### config.mk
export PLATFORM = sky130hd
export DESIGN_NAME = mem_store_ctrl
export DESIGN_NICKNAME = d
export VERILOG_FILES = /design/src/rtl/mem_store_ctrl.sv
export SDC_FILE = /design/constraint.sdc
export NUM_CORES = 1
export LEC_CHECK = 0
export BUFFER_PORTS_ARGS = -buffer_cell sky130_fd_sc_hd__buf_2
export CORE_MARGIN = 10
export CORE_UTILIZATION = 40
export DETAILED_ROUTE_END_ITERATION = 8
export GPL_ROUTABILITY_DRIVEN = 0
export RECOVER_POWER = 100
export SYNTH_ARGS = -nofsm -noshare
export SYNTH_HDL_FRONTEND = slang
export SYNTH_SLANG_ARGS = --single-unit
### constraint.sdc
create_clock -name clk -period 2.7 [get_ports clk]
set_clock_uncertainty 0.05 [all_clocks]
set_input_delay 0.27 -clock clk [delete_from_list [all_inputs] [get_ports clk]]
set_output_delay 0.27 -clock clk [all_outputs]
set_load 0.02 [all_outputs]
### src/rtl/mem_store_ctrl.sv
// Store-side writer for the MEM stage: lane-positions one store onto a 32-bit
// word-addressed write port, splitting word-crossing stores into two beats.
module mem_store_ctrl #(
  parameter int WordSize = 32,
  parameter int AddrSize = 32
) (
  input  logic                clk,
  input  logic                rstn,
  input  logic                st_valid,
  output logic                st_ready,
  input  logic [AddrSize-1:0] st_addr,
  input  logic [WordSize-1:0] st_data,
  input  logic [1:0]          st_size,
  output logic                mem_req,
  input  logic                mem_ack,
  output logic [AddrSize-1:0] mem_addr,
  output logic [WordSize-1:0] mem_wdata,
  output logic [3:0]          mem_be,
  output logic                st_done,
  output logic                st_err,
  output logic                stall,
  output logic [1:0]          dbg_state
);

  // Handshake: a store is taken on any clk edge where st_valid && st_ready;
  // st_ready is high only in IDLE and the request fields must be stable while valid.
  typedef enum logic [1:0] {IDLE = 2'd0, BEAT0 = 2'd1, BEAT1 = 2'd2} state_t;

  state_t                state_q, state_d;
  logic                  mem_req_q, mem_req_d;
  logic [AddrSize-1:0]   mem_addr_q, mem_addr_d;
  logic [WordSize-1:0]   mem_wdata_q, mem_wdata_d;
  logic [3:0]            mem_be_q, mem_be_d;
  logic                  st_done_q, st_done_d;
  logic                  st_err_q, st_err_d;
  logic [AddrSize-1:0]   hi_addr_q, hi_addr_d;
  logic [WordSize-1:0]   hi_wdata_q, hi_wdata_d;
  logic [3:0]            hi_be_q, hi_be_d;

  logic [1:0]            off;
  logic [3:0]            mask;
  logic [WordSize-1:0]   data_masked;
  logic [2*WordSize-1:0] d64;
  logic [7:0]            be8;
  logic [AddrSize-1:0]   base;

  always_comb begin
    off = st_addr[1:0];
    case (st_size)
      2'd0:    mask = 4'h1;
      2'd1:    mask = 4'h3;
      default: mask = 4'hF;
    endcase
    data_masked = st_data & {{8{mask[3]}}, {8{mask[2]}}, {8{mask[1]}}, {8{mask[0]}}};
    d64  = {{WordSize{1'b0}}, data_masked} << {off, 3'b000};
    be8  = {4'b0000, mask} << off;
    base = {st_addr[AddrSize-1:2], 2'b00};
  end

  always_comb begin
    state_d     = state_q;
    mem_req_d   = mem_req_q;
    mem_addr_d  = mem_addr_q;
    mem_wdata_d = mem_wdata_q;
    mem_be_d    = mem_be_q;
    hi_addr_d   = hi_addr_q;
    hi_wdata_d  = hi_wdata_q;
    hi_be_d     = hi_be_q;
    st_done_d   = 1'b0;
    st_err_d    = 1'b0;
    case (state_q)
      IDLE: begin
        if (st_valid) begin
          if (st_size == 2'd3) begin
            st_err_d = 1'b1;
          end else begin
            state_d     = BEAT0;
            mem_req_d   = 1'b1;
            mem_addr_d  = base;
            mem_be_d    = be8[3:0];
            mem_wdata_d = d64[WordSize-1:0];
            hi_addr_d   = base + AddrSize'(4);
            hi_be_d     = be8[7:4];
            hi_wdata_d  = d64[2*WordSize-1:WordSize];
          end
        end
      end
      BEAT0: begin
        if (mem_ack) begin
          if (hi_be_q != 4'h0) begin
            state_d     = BEAT1;
            mem_addr_d  = hi_addr_q;
            mem_be_d    = hi_be_q;
            mem_wdata_d = hi_wdata_q;
          end else begin
            state_d     = IDLE;
            mem_req_d   = 1'b0;
            mem_be_d    = 4'h0;
            mem_wdata_d = '0;
            st_done_d   = 1'b1;
          end
        end
      end
      BEAT1: begin
        if (mem_ack) begin
          state_d     = IDLE;
          mem_req_d   = 1'b0;
          mem_be_d    = 4'h0;
          mem_wdata_d = '0;
          st_done_d   = 1'b1;
        end
      end
      default: begin
        state_d   = IDLE;
        mem_req_d = 1'b0;
        mem_be_d  = 4'h0;
      end
    endcase
  end

  // Reset mid-store drops the transfer outright; nothing is replayed.
  always_ff @(posedge clk or negedge rstn) begin
    if (!rstn) begin
      state_q     <= IDLE;
      mem_req_q   <= 1'b0;
      mem_addr_q  <= '0;
      mem_wdata_q <= '0;
      mem_be_q    <= 4'h0;
      st_done_q   <= 1'b0;
      st_err_q    <= 1'b0;
      hi_addr_q   <= '0;
      hi_wdata_q  <= '0;
      hi_be_q     <= 4'h0;
    end else begin
      state_q     <= state_d;
      mem_req_q   <= mem_req_d;
      mem_addr_q  <= mem_addr_d;
      mem_wdata_q <= mem_wdata_d;
      mem_be_q    <= mem_be_d;
      st_done_q   <= st_done_d;
      st_err_q    <= st_err_d;
      hi_addr_q   <= hi_addr_d;
      hi_wdata_q  <= hi_wdata_d;
      hi_be_q     <= hi_be_d;
    end
  end

  assign st_ready  = (state_q == IDLE);
  assign stall     = st_valid && !st_ready;
  assign mem_req   = mem_req_q;
  assign mem_addr  = mem_addr_q;
  assign mem_wdata = mem_wdata_q;
  assign mem_be    = mem_be_q;
  assign st_done   = st_done_q;
  assign st_err    = st_err_q;
  assign dbg_state = state_q;

endmodule

After elaboration in Yosys (flattened, before gate mapping)
Index checks and enable logic that the tools add are counted.
{"block": "totals", "reg_bits": 141, "in_bits": 70, "out_inout_bits": 75, "word_cells": 74}
{"block": "classes", "addsub": 1, "n_eq_ne": 10, "n_shift": 2, "mux": 37, "n_bitwise": 2, "reduce_logical": 12}
{"cell": "two-way mux 32 bit", "n": 9}
{"cell": "one-hot mux 32 bit (3 select lines)", "n": 1}
{"cell": "one-hot mux 32 bit (2 select lines)", "n": 1}
{"cell": "<< shifter 32 x 5 -> 64 bit", "n": 1}
{"cell": "adder 32 x 3 -> 32 bit, second input constant", "n": 1}
{"cell": "AND 32 bit", "n": 1}
{"cell": "two-way mux 4 bit", "n": 5}
{"cell": "AND reduction 5 bit", "n": 3}
{"cell": "!= test 2 bit, second input constant", "n": 6}
{"cell": "one-hot mux 4 bit (3 select lines)", "n": 1}
{"cell": "two-way mux 1 bit", "n": 11}
{"cell": "two-way mux 2 bit", "n": 5}
{"cell": "one-hot mux 4 bit (2 select lines)", "n": 1}
{"cell": "<< shifter 4 x 2 -> 8 bit", "n": 1}
{"cell": "one-hot mux 2 bit (3 select lines)", "n": 1}
{"cell": "== test 2 x 1 -> 1 bit, second input constant", "n": 2}
{"cell": "== test 2 bit, second input constant", "n": 2}
{"cell": "zero test 2 bit", "n": 2}
{"cell": "AND reduction 4 bit", "n": 1}
{"cell": "nonzero test 4 bit", "n": 1}
{"cell": "one-hot mux 1 bit (3 select lines)", "n": 1}
{"cell": "AND reduction 3 bit", "n": 1}
{"cell": "nonzero test 3 bit", "n": 1}
{"cell": "one-hot mux 1 bit (2 select lines)", "n": 1}
{"cell": "other kinds (4)", "n": 4}

Depth between registers and ports, before layout
Gate-level depths: netlist (run 1).
{"block": "logic_depth", "ltp_word": 7, "ltp_mapped": 10, "depth_no_buf": 7}

Worst setup path before layout (run 1)
Ideal clock, no wire load.
{"block": "synth_timing", "kind": "register to register", "start": "reg state_q[0] (netlist: dbg_state[0])", "end": "reg mem_wdata_q[10] (netlist: mem_wdata[10])", "setup_time_ns": 0.132, "arrival_time_ns": 1.952, "required_ns": 2.518, "path_slack_ns": 0.566, "stages_incl_launch_ff": 10, "n_path_buf": 2, "period_less_slack_ns": 2.134, "cell_sequence": "dfrtp_1 > inv_1 > ha_1 > inv_1 > o221ai_2 > or2_1 > buf_4 > buf_4 > nand2_1 > o21ai_1"}
{"block": "synth_via", "elab_chain_len": 3, "word_cells_on_any_way": 10, "classes_between": "eq/ne: 6; mux: 1; reduce/logical: 3"}
{"item": "start, declared", "line_no": "29", "text": "state_t state_q, state_d;"}
{"item": "start signal, assigned", "line_no": "135", "text": "state_q <= state_d;"}
{"item": "zero test 2 bit (*)"}
{"item": "named net st_ready", "line_no": "10", "text": "output logic st_ready,"}
{"item": "!= test 2 bit (no line) / nonzero test 3 bit (equally long branches)"}
{"item": "AND reduction 5 bit (no line)"}
{"item": "end signal, assigned", "line_no": "138", "text": "mem_wdata_q <= mem_wdata_d;"}
{"item": "end, declared", "line_no": "32", "text": "logic [WordSize-1:0] mem_wdata_q, mem_wdata_d;"}
The timed path passes the listed nets; every way through them passes the cells marked *.
A chain may end at the register's enable or synchronous reset.

Final worst setup path (run 1)
{"block": "layout_timing", "start": "reg state_q[1] (netlist: dbg_state[1])", "end": "reg mem_wdata_q[22] (netlist: mem_wdata[22])"}
{"block": "layout_via", "elab_chain_len": 3, "word_cells_on_any_way": 10, "classes_between": "eq/ne: 6; mux: 1; reduce/logical: 3"}
{"item": "== test 2 x 1 -> 1 bit, or another cell as far along", "line_no": "71", "text": "case (state_q)"}
{"item": "!= test 2 bit (no line) / nonzero test 3 bit (equally long branches)"}
{"item": "AND reduction 5 bit (no line)"}
Several ways; a longest one is shown, not always the timed one.

==> flow_metrics.tcl, run 1 <==
set metrics [dict create \
    grt_pass1_wl_mm 30.73 \
    crit_end "mem_wdata[22]" \
    gr-usage-met3 0.06380 \
    worstSetupStartpointType "flip-flop" \
    grt_overflow 0 \
    grt_max_degree 84 \
    clk_pin_slew_ns 0.06 \
    r2r_slack_ns 0.30 \
    setup_viol 0 \
    fp-row-count 46 \
    initial_core_util 0.4104 \
    drv_slew 0 \
    cts_tree "done" \
    vias_per_cell 5.446 \
    ys_types 54 \
    grt_use_met2 0.2757 \
    crit_type "reg -> reg" \
    path_cells "inv_1 -> ha_1 -> o31a_1 -> and2_0 -> clkbuf_1 -> a2bb2oi_1 -> o21ai_0" \
    grt_pass1_vias 5730 \
    rsz0062_at_grt "no" \
    worst_slew_pin_slew_ns 1.078 \
    clock.fmax_mhz 417.1 \
    multi_input_area_um2 3107 \
    numCtsBuffers 17 \
    seqCellArea_um2 3203 \
    drt_pass1_iterations 7 \
    cts.htree.levels 4 \
    cts_sinks 128 \
    drtIter0Drc 438 \
    drc 0 \
    wl_mm 19.37 \
    critPathArrivalTime_ns 2.69 \
    io_pins 145 \
    ant_nets 0 \
    reg2reg_from "dbg_state[1]" \
    grt.busiest_layer "met2" \
    final_area_um2 7953 \
    hp-class "in -> reg" \
    synthArstFlopShare 1.000 \
    slowest_delay_ns 0.64 \
    grtUsageTotal 0.1752 \
    fin_total_pwr_uw 9474 \
    yosysTopAreaCell "dfrtp_1" \
    layout.nets 884 \
    ys_warn_count 0 \
    ys_ff_latch 128 \
    stdcell_count 1037 \
    yosys-top-cells-count "128 x dfrtp_1, 83 x nand2_1, 78 x nor2_1" \
    routed-via-count 5648 \
    place_inst 1004 \
    synth-edff-count 0 \
    crit_fanout 13 \
    grtUsageMet1 0.2150 \
    wl_per_cell_um 18.68 \
    antenna-diode-count 0 \
    die_area_um2 21870 \
    min_period_over_period 0.8879 \
    antenna_found_initial 3 \
    worstReg2RegEnd "mem_wdata[22]" \
    core_um2 15940 \
    synth.most_common_cell "dfrtp_1" \
    insertion_delay_ns 0.43 \
    synth_seq_area_share 0.4896 \
    yosys-top-cells-area "dfrtp_1 49%, nand2_1 4.8%, mux2i_1 4.7%" \
    cts_resized 0 \
    ir_drop_uv 473.3 \
    startpoint "dbg_state[1]" \
    max_slew_margin 0.2813 \
    end_kind "flip-flop" \
    fill_cells 1585 \
    root_buffer "clkbuf_16" \
    worst_ep_required_time_ns 2.99 \
    synthesis.area_um2 6543 \
    cts_buffer_depth 2 \
    port_buffers 142 \
    hold_viol 0 \
    placed_area_um2 7463 \
    p_leak_uw 0.003457 \
    fp.dieH_um 147.9 \
    layout-drive-gt1-share 0.1632 \
    utilization 0.4988 \
    syn_avg_cell_area_um2 9.607 \
    die_w_um 147.9 \
    cp_slowest_cell "and2_0" \
    tns_ns 0 \
    dp_hpwl_mm 14.10 \
    synthCells 681 \
    p_per_area_nw_per_um2 1191 \
    status "complete, no violations" \
    synthDominantCellAreaShare 0.4896 \
    post-route-min-period_ns 2.397 \
    drv_cap 0 \
    ff2ff_path_depth 7 \
    post_cts_buffers 0 \
    synth_flop_cell "dfrtp_1" \
    syn2layout_area_growth_pct 21.55 \
]
final cells by class:
class | instances | area share
Sequential cell | 128 | 0.4028
Inverter | 5 | 0.002360
Clock inverter | 15 | 0.02360
Multi-Input combinational cell | 499 | 0.3907
Timing Repair Buffer | 157 | 0.09314
Tap cell | 216 | 0.03398
Clock buffer | 17 | 0.05349
metal layers:
layer  share of wire  vias up
met1            0.43     2677
met4           0.024        6
met3           0.087       42
met2            0.46      240
met5          0.0015        -
li1                -     2683
layout by cell type (no fill, tap or decap), types with 8 or more instances in the layout:
cell type	instances
xor2_1	19
nand2_1	83
clkbuf_1	78
nor3b_1	8
mux2i_1	31
a22o_1	24
clkbuf_16	17
and3_1	9
o21ai_0	57
a21oi_1	49
nor2_1	79
a32o_1	8
a2bb2oi_1	16
nand3_1	16
buf_2	68
nand4_1	9
a221oi_1	16
xnor2_1	8
mux2_2	9
dfrtp_1	128
logic make-up after synthesis:
| group | count (synthesis) | synth area share |
|---|---|---|
| AND/OR/NAND/NOR | 232 | 0.1698 |
| AO/OA/AOI/OAI | 192 | 0.1926 |
| flip-flops | 128 | 0.4896 |
| buffers and inverters | 55 | 0.03691 |
| multiplexers | 40 | 0.06292 |
| XOR/XNOR | 27 | 0.03615 |
| adder cells (fa/ha/maj) | 6 | 0.01147 |
| other | 1 | 0.0005732 |
sequential cells by signal, summed over array words and instances, names as in the netlist:
signal and cells:
st_err 1, st_done 1, hi_wdata_q 24, hi_addr_q 30, mem_be 4, dbg_state 2
mem_req 1, mem_addr 30, mem_wdata 32, hi_be_q 3
power by group:
part	internal, uW	switching, uW
Sequential	2770	473
Combinational	1290	2560
Clock	1460	911
worst max-delay path, delay by kind of cell, from the launching register on:
family	cells	cell delay, ns
AND/OR/NAND/NOR	1	0.64
buffers and inverters	2	0.40
adder cells (fa/ha/maj)	1	0.27
flip-flops	1	0.42
AO/OA/AOI/OAI	3	0.52
metrics by stage:
stage	hold slack, ns	worst slack [ns]
3_5_place_dp	0.2419	0.4601
2_1_floorplan	-0.07559	0.5659
4_1_cts	0.03601	0.4552
6_report	0.05030	0.3027
3_3_place_gp	0.2364	0.5737
5_1_grt	0.05161	0.1348
worst min-delay path by stage:
stage	depth (start not counted)	end	slack, ns	start
after floorplan	0	dbg_state[0]	-0.08	rstn
after global placement	1	mem_wdata[5]	0.24	rstn
after detailed placement	1	mem_wdata[18]	0.24	rstn
after CTS	2	hi_wdata_q[21]	0.04	st_data[29]
after global routing	2	hi_wdata_q[21]	0.05	st_data[29]
final	2	hi_wdata_q[21]	0.05	st_data[29]
repair_timing:
| item | 4_1_cts | 5_1_grt |
|---|---|---|
| hold endpoints to repair | 37 | 0 |
| hold buffers | 1 | 0 |
| setup endpoints to repair | 0 | 0 |
(Power assumes the default switching activity.)
==> run 2, diff against run 1 <==
BUFFER_PORTS_ARGS = -buffer_cell sky130_fd_sc_hd__buf_4   (was -buffer_cell sky130_fd_sc_hd__buf_2)
clock period = 2.34 ns   (was 2.7 ns; I/O delays follow)
==> run 2 against run 1 <==
  * Clock-buffer cell count grew 6
  * Register-to-register slack lost 0.09 ns
  * Via count grew 0.64%
  * Largest power group unchanged
  * Sequential power grew 15%
==> flow_metrics.tcl, run 2 (synthesis results as in run 1) <==
set metrics [dict create \
    syn2layout_area_growth_pct 24.82 \
    drt_pass1_iterations 5 \
    r2r_slack_ns 0.21 \
    fp.dieH_um 147.9 \
    grt_max_degree 61 \
    ir_drop_uv 620.0 \
    place_inst 1009 \
    layout-drive-gt1-share 0.1644 \
    hp-class "in -> reg" \
    layout.nets 890 \
    p_leak_uw 0.003563 \
    antenna-diode-count 0 \
    ant_nets 0 \
    wl_mm 19.44 \
    end_kind "flip-flop" \
    path_cells "inv_1 -> ha_1 -> o31a_1 -> and2_1 -> clkbuf_2 -> a2bb2oi_1 -> o21ai_0" \
    holdPathStages 2 \
    cts_sinks 128 \
    core_um2 15940 \
    drc 0 \
    insertion_delay_ns 0.42 \
    crit_fanout 10 \
    io_pins 145 \
    grt_pass1_vias 5752 \
    cts_tree "done" \
    tns_ns 0 \
    cts_buffer_depth 2 \
    final_common_cell "dfrtp_1" \
    root_buffer "clkbuf_16" \
    worstPathBufferInverterCount 2 \
    antenna_found_initial 0 \
    clk_pin_slew_ns 0.05 \
    post-route-min-period_ns 2.132 \
    largest_register_ffs 32 \
    die_area_um2 21870 \
    vias_per_cell 5.450 \
    numCtsBuffers 17 \
    grt_overflow 0 \
    worst_slew_pin_slew_ns 1.305 \
    setup_viol 0 \
    drv_slew 0 \
    die_w_um 147.9 \
    crit_family "compound AO/OA/AOI/OAI gates" \
    utilization 0.5122 \
    slowest_delay_ns 0.42 \
    rsz0062_at_grt "no" \
    final_cell_mix "128 x dfrtp_1, 83 x nand2_1, 79 x buf_4" \
    wl_per_cell_um 18.64 \
    critical_path_depth 7 \
    worstReg2RegEnd "mem_wdata[23]" \
    post_cts_buffers 0 \
    ff2ff_path_depth 7 \
    reg2reg_from "dbg_state[1]" \
    worstSetupStartpointType "flip-flop" \
    hp-start "st_data[29]" \
    hold_viol 0 \
    critPathArrivalTime_ns 2.42 \
    stdcell_count 1043 \
    drtIter0Drc 409 \
    cts.htree.levels 4 \
    p_per_area_nw_per_um2 1346 \
    routed-via-count 5684 \
    grtUsageTotal 0.1760 \
    worst_ep_required_time_ns 2.63 \
    fp-row-count 46 \
    whs_endpoint "hi_wdata_q[21]" \
    clock.fmax_mhz 469.0 \
    initial_core_util 0.4104 \
    cp_slowest_cell "dfrtp_1" \
    port_buffers 142 \
    max_slew_margin 0.1301 \
    min_period_over_period 0.9112 \
    grt_pass1_wl_mm 30.65 \
    crit_type "reg -> reg" \
    status "complete, no violations" \
    dp_hpwl_mm 14.32 \
    drv_cap 0 \
]
run 2: changes by cell type in the layout (fill, tap and decap cells not counted), sizes merged:
cell,change
buf,+6
clkbuf,+5
clkinvlp,-3
inv,-2
clkinv,-1
dlygate4sd3,+1
run 2: how the worst max path moves through the flow:
stage,startpoint,end,slack (ns)
3_3_place_gp,dbg_state[1],mem_wdata[14],0.34
4_1_cts,dbg_state[1],mem_addr[31],0.23
5_1_grt,st_addr[2],hi_addr_q[20],0.04
2_1_floorplan,dbg_state[0],mem_wdata[10],0.21
6_report,dbg_state[1],mem_wdata[23],0.21
3_5_place_dp,dbg_state[1],mem_addr[31],0.25
run 2: metrics by stage:
stage                     hold WS (ns)  worst slack [ns]  cell area, um^2  power, uW
after floorplan                -0.1116            0.2059             6546       6912
after global placement          0.2494            0.3441             7854       8759
after detailed placement        0.2648            0.2467             7854       8901
after CTS                     0.002204            0.2296             8483      11660
after global routing          0.009890           0.04445             8167      11780
final                          0.01981            0.2078             8167      10990
run 2: report_power, final:
group / internal (uW) / switching [uW]
Combinational: 1580 / 2940
Sequential: 3200 / 554
Clock: 1760 / 964
run 2: layout make-up:
type | instances | area (um^2)
well taps | 216 | 270.3
inverters | 5 | 18.77
fillers | 1535 | 7776
repair buffers | 163 | 974.7
clock inverters | 9 | 131.4
flip-flops and latches | 128 | 3203
clock buffers | 23 | 478.0
multi-input cells | 499 | 3090
run 2: routing by layer:
layer,vias up,part of all wire,global-route usage
met2,243,0.45,0.2694
li1,2695,-,-
met3,42,0.084,0.06258
met5,-,0,0
met4,0,0.030,0.08375
met1,2704,0.43,0.2167
run 2: repair_timing:
item | CTS | global route
hold endpoints to repair | 48 | 0
resized for setup | 0 | 0
hold buffers | 2 | 0
run 2: worst reg2reg max path, delay by kind of cell, from the launching register on:
| kind | cells | cell delay [ns] |
|---|---|---|
| flip-flops | 1 | 0.42 |
| AO/OA/AOI/OAI | 3 | 0.52 |
| adder cells (fa/ha/maj) | 1 | 0.28 |
| AND/OR/NAND/NOR | 1 | 0.38 |
| buffers and inverters | 2 | 0.40 |
==> run 3, diff against run 2 <==
ABC_AREA = 1   (was default)
==> run 3 against run 2 <==
  * Hold slack is essentially flat
  * Register-to-register slack lost 0.03 ns
  * Clock power grew 10%
  * Cell area grew 8.8%
  * Synthesized cell count grew 53%
  * Global-route usage grew 0.59 points
  * Combinational power is essentially flat
  * Fmax shrank 1.4%
  * Critical path type unchanged
==> flow_metrics.tcl, run 3 <==
set metrics [dict create \
    pwr-share-seq 0.327 \
    die_area_um2 24030 \
    ys_types 31 \
    crit_fanout 38 \
    max_slew_margin 0.2472 \
    ff2ff_path_depth 7 \
    hp-class "in -> reg" \
    startpoint "dbg_state[1]" \
    final_cell_mix "445 x nand2_1, 128 x o21ai_0, 128 x dfrtp_1" \
    fp-row-count 49 \
    clock_power_share 0.269 \
    p_leak_uw 0.004489 \
    wl_per_cell_um 15.52 \
    status "complete, no violations" \
    largest_register_ffs 32 \
    io_pins 145 \
    internal_power_uw 6507 \
    initial_core_util 0.4059 \
    p_per_area_nw_per_um2 1255 \
    core_um2 17960 \
    clock.fmax_mhz 462.6 \
    routed-via-count 6948 \
    yosys-top-cells-count "445 x nand2_1, 128 x dfrtp_1, 116 x o21ai_0" \
    seqCellArea_um2 3203 \
    setup_viol 0 \
    worst_ep_required_time_ns 2.63 \
    antenna-diode-count 0 \
    numCtsBuffers 17 \
    vias_per_cell 4.914 \
    drtIter0Drc 415 \
    synth_flop_cell "dfrtp_1" \
    final_area_um2 8889 \
    fin_hold_ws_ns 0.02020 \
    syn_avg_cell_area_um2 7.010 \
    grt_overflow 0 \
    stdcell_count 1414 \
    grt_pass1_vias 6816 \
    synth.most_common_cell "nand2_1" \
    hp-start "st_addr[2]" \
    ir_drop_uv 555.5 \
    post_cts_buffers 0 \
    synthDominantCellAreaShare 0.4393 \
    ys_warn_count 0 \
    cts_tree "done" \
    p_switching_uw 4647 \
    ant_nets 0 \
    rsz0062_at_grt "no" \
    clk_pin_slew_ns 0.06 \
    reg2reg_from "dbg_state[1]" \
    syn2layout_area_growth_pct 21.92 \
    worstReg2RegEnd "hi_addr_q[9]" \
    die_w_um 155.0 \
    crit_type "reg -> reg" \
    power_frac_comb 0.404 \
    end_kind "flip-flop" \
    layout-drive-gt1-share 0.1148 \
    min_period_over_period 0.9239 \
    root_buffer "clkbuf_16" \
    drv_cap 0 \
    p_sw_frac 0.4166 \
    synthesis.area_um2 7291 \
    synth_seq_area_share 0.4393 \
    whs_endpoint "hi_addr_q[2]" \
    place_inst 1381 \
    tns_ns 0 \
    grtUsageTotal 0.1819 \
    post-route-min-period_ns 2.162 \
    cts_sinks 128 \
    synthCells 1040 \
    cts.htree.levels 4 \
    insertion_delay_ns 0.42 \
    drt_pass1_iterations 5 \
    grt_pass1_wl_mm 35.29 \
    worstSetupStartpointType "flip-flop" \
    fp.dieH_um 155.0 \
    multi_input_area_um2 3423 \
    wl_mm 21.94 \
    yosys-top-cells-area "dfrtp_1 44%, nand2_1 23%, o21ai_0 8.0%" \
    r2r_slack_ns 0.18 \
    ys_ff_latch 128 \
    critPathArrivalTime_ns 2.45 \
    holdPathStages 2 \
    yosysTopAreaCell "dfrtp_1" \
    hold_viol 0 \
    worst_slew_pin_slew_ns 1.129 \
    layout.nets 1248 \
    synthArstFlopShare 1.000 \
    final_common_cell "nand2_1" \
    drc 0 \
    port_buffers 142 \
    placed_area_um2 8532 \
    cts_resized 0 \
    antenna_found_initial 0 \
    fill_cells 1897 \
    dp_hpwl_mm 16.36 \
    cts_buffer_depth 2 \
    grt_max_degree 52 \
    drv_slew 0 \
    utilization 0.4948 \
    synth-edff-count 0 \
]
==> run 3: worst max-delay path by stage <==
stage	slack, ns	to	depth (start not counted)
floorplan	0.39	mem_addr[12]	9
global placement	0.31	mem_wdata[22]	7
detailed placement	0.24	mem_wdata[2]	7
CTS	0.22	mem_wdata[5]	7
global route	0.02	hi_addr_q[25]	8
finish	0.18	hi_addr_q[9]	7
==> run 3: per-stage QoR <==
| stage | setup slack, ns | total power [uW] |
|---|---|---|
| 2_1_floorplan | 0.3893 | 6974 |
| 3_3_place_gp | 0.3097 | 8676 |
| 3_5_place_dp | 0.2429 | 8759 |
| 4_1_cts | 0.2239 | 11800 |
| 5_1_grt | 0.02316 | 12030 |
| 6_report | 0.1781 | 11150 |
==> run 3: worst max-delay path, cell delays in order (launching register included) <==
cell and delay (ns):
dfrtp_1 0.41, inv_1 0.13, ha_1 0.37, inv_2 0.15, nor2_8 0.18, clkbuf_4 0.45, o21ai_0 0.15, o21ai_0 0.16
==> run 3: metal layers <==
layer / part of all wire / vias to the layer above / global-route usage
met2: 0.47 / 209 / 0.2952
met5: 0 / - / 0
met3: 0.063 / 37 / 0.05128
met1: 0.45 / 3205 / 0.2257
li1: - / 3497 / -
met4: 0.022 / 0 / 0.06568
==> run 3: cell families (layout without fill, tap and decap cells) <==
logic type      count (synthesis)  count (layout)  synth area share
xor+xnor                        6               6          0.007208
other cells                     1               2         0.0005144
compound gates                159             159            0.1136
mux                            14              14           0.01922
flops                         128             128            0.4393
fa+ha+maj                       6               6           0.01030
simple gates                  574             574            0.3182
buf+inv                       152             296           0.09164
==> run 3: cell type report <==
cell class,count,share of cell area
Multi-Input combinational cell,761,0.3851
Timing Repair Buffer,156,0.1023
Clock inverter,11,0.02365
Clock buffer,21,0.05068
Tap cell,229,0.03224
Inverter,108,0.04561
Sequential cell,128,0.3604
==> run 3: what timing repair did <==
action,CTS,global route
hold endpoints to repair,41,0
endpoints found under the setup margin,0,0
hold buffers,1,0
==> run 3: power by group through the flow <==
stage	clock network (uW)	registers [uW]	logic [uW]
final	3000	3650	4510
after detailed placement	0	3680	5080
after global routing	3180	3750	5100
after global placement	0	3680	5000
after floorplan	0	4210	2760
after CTS	3050	3660	5080
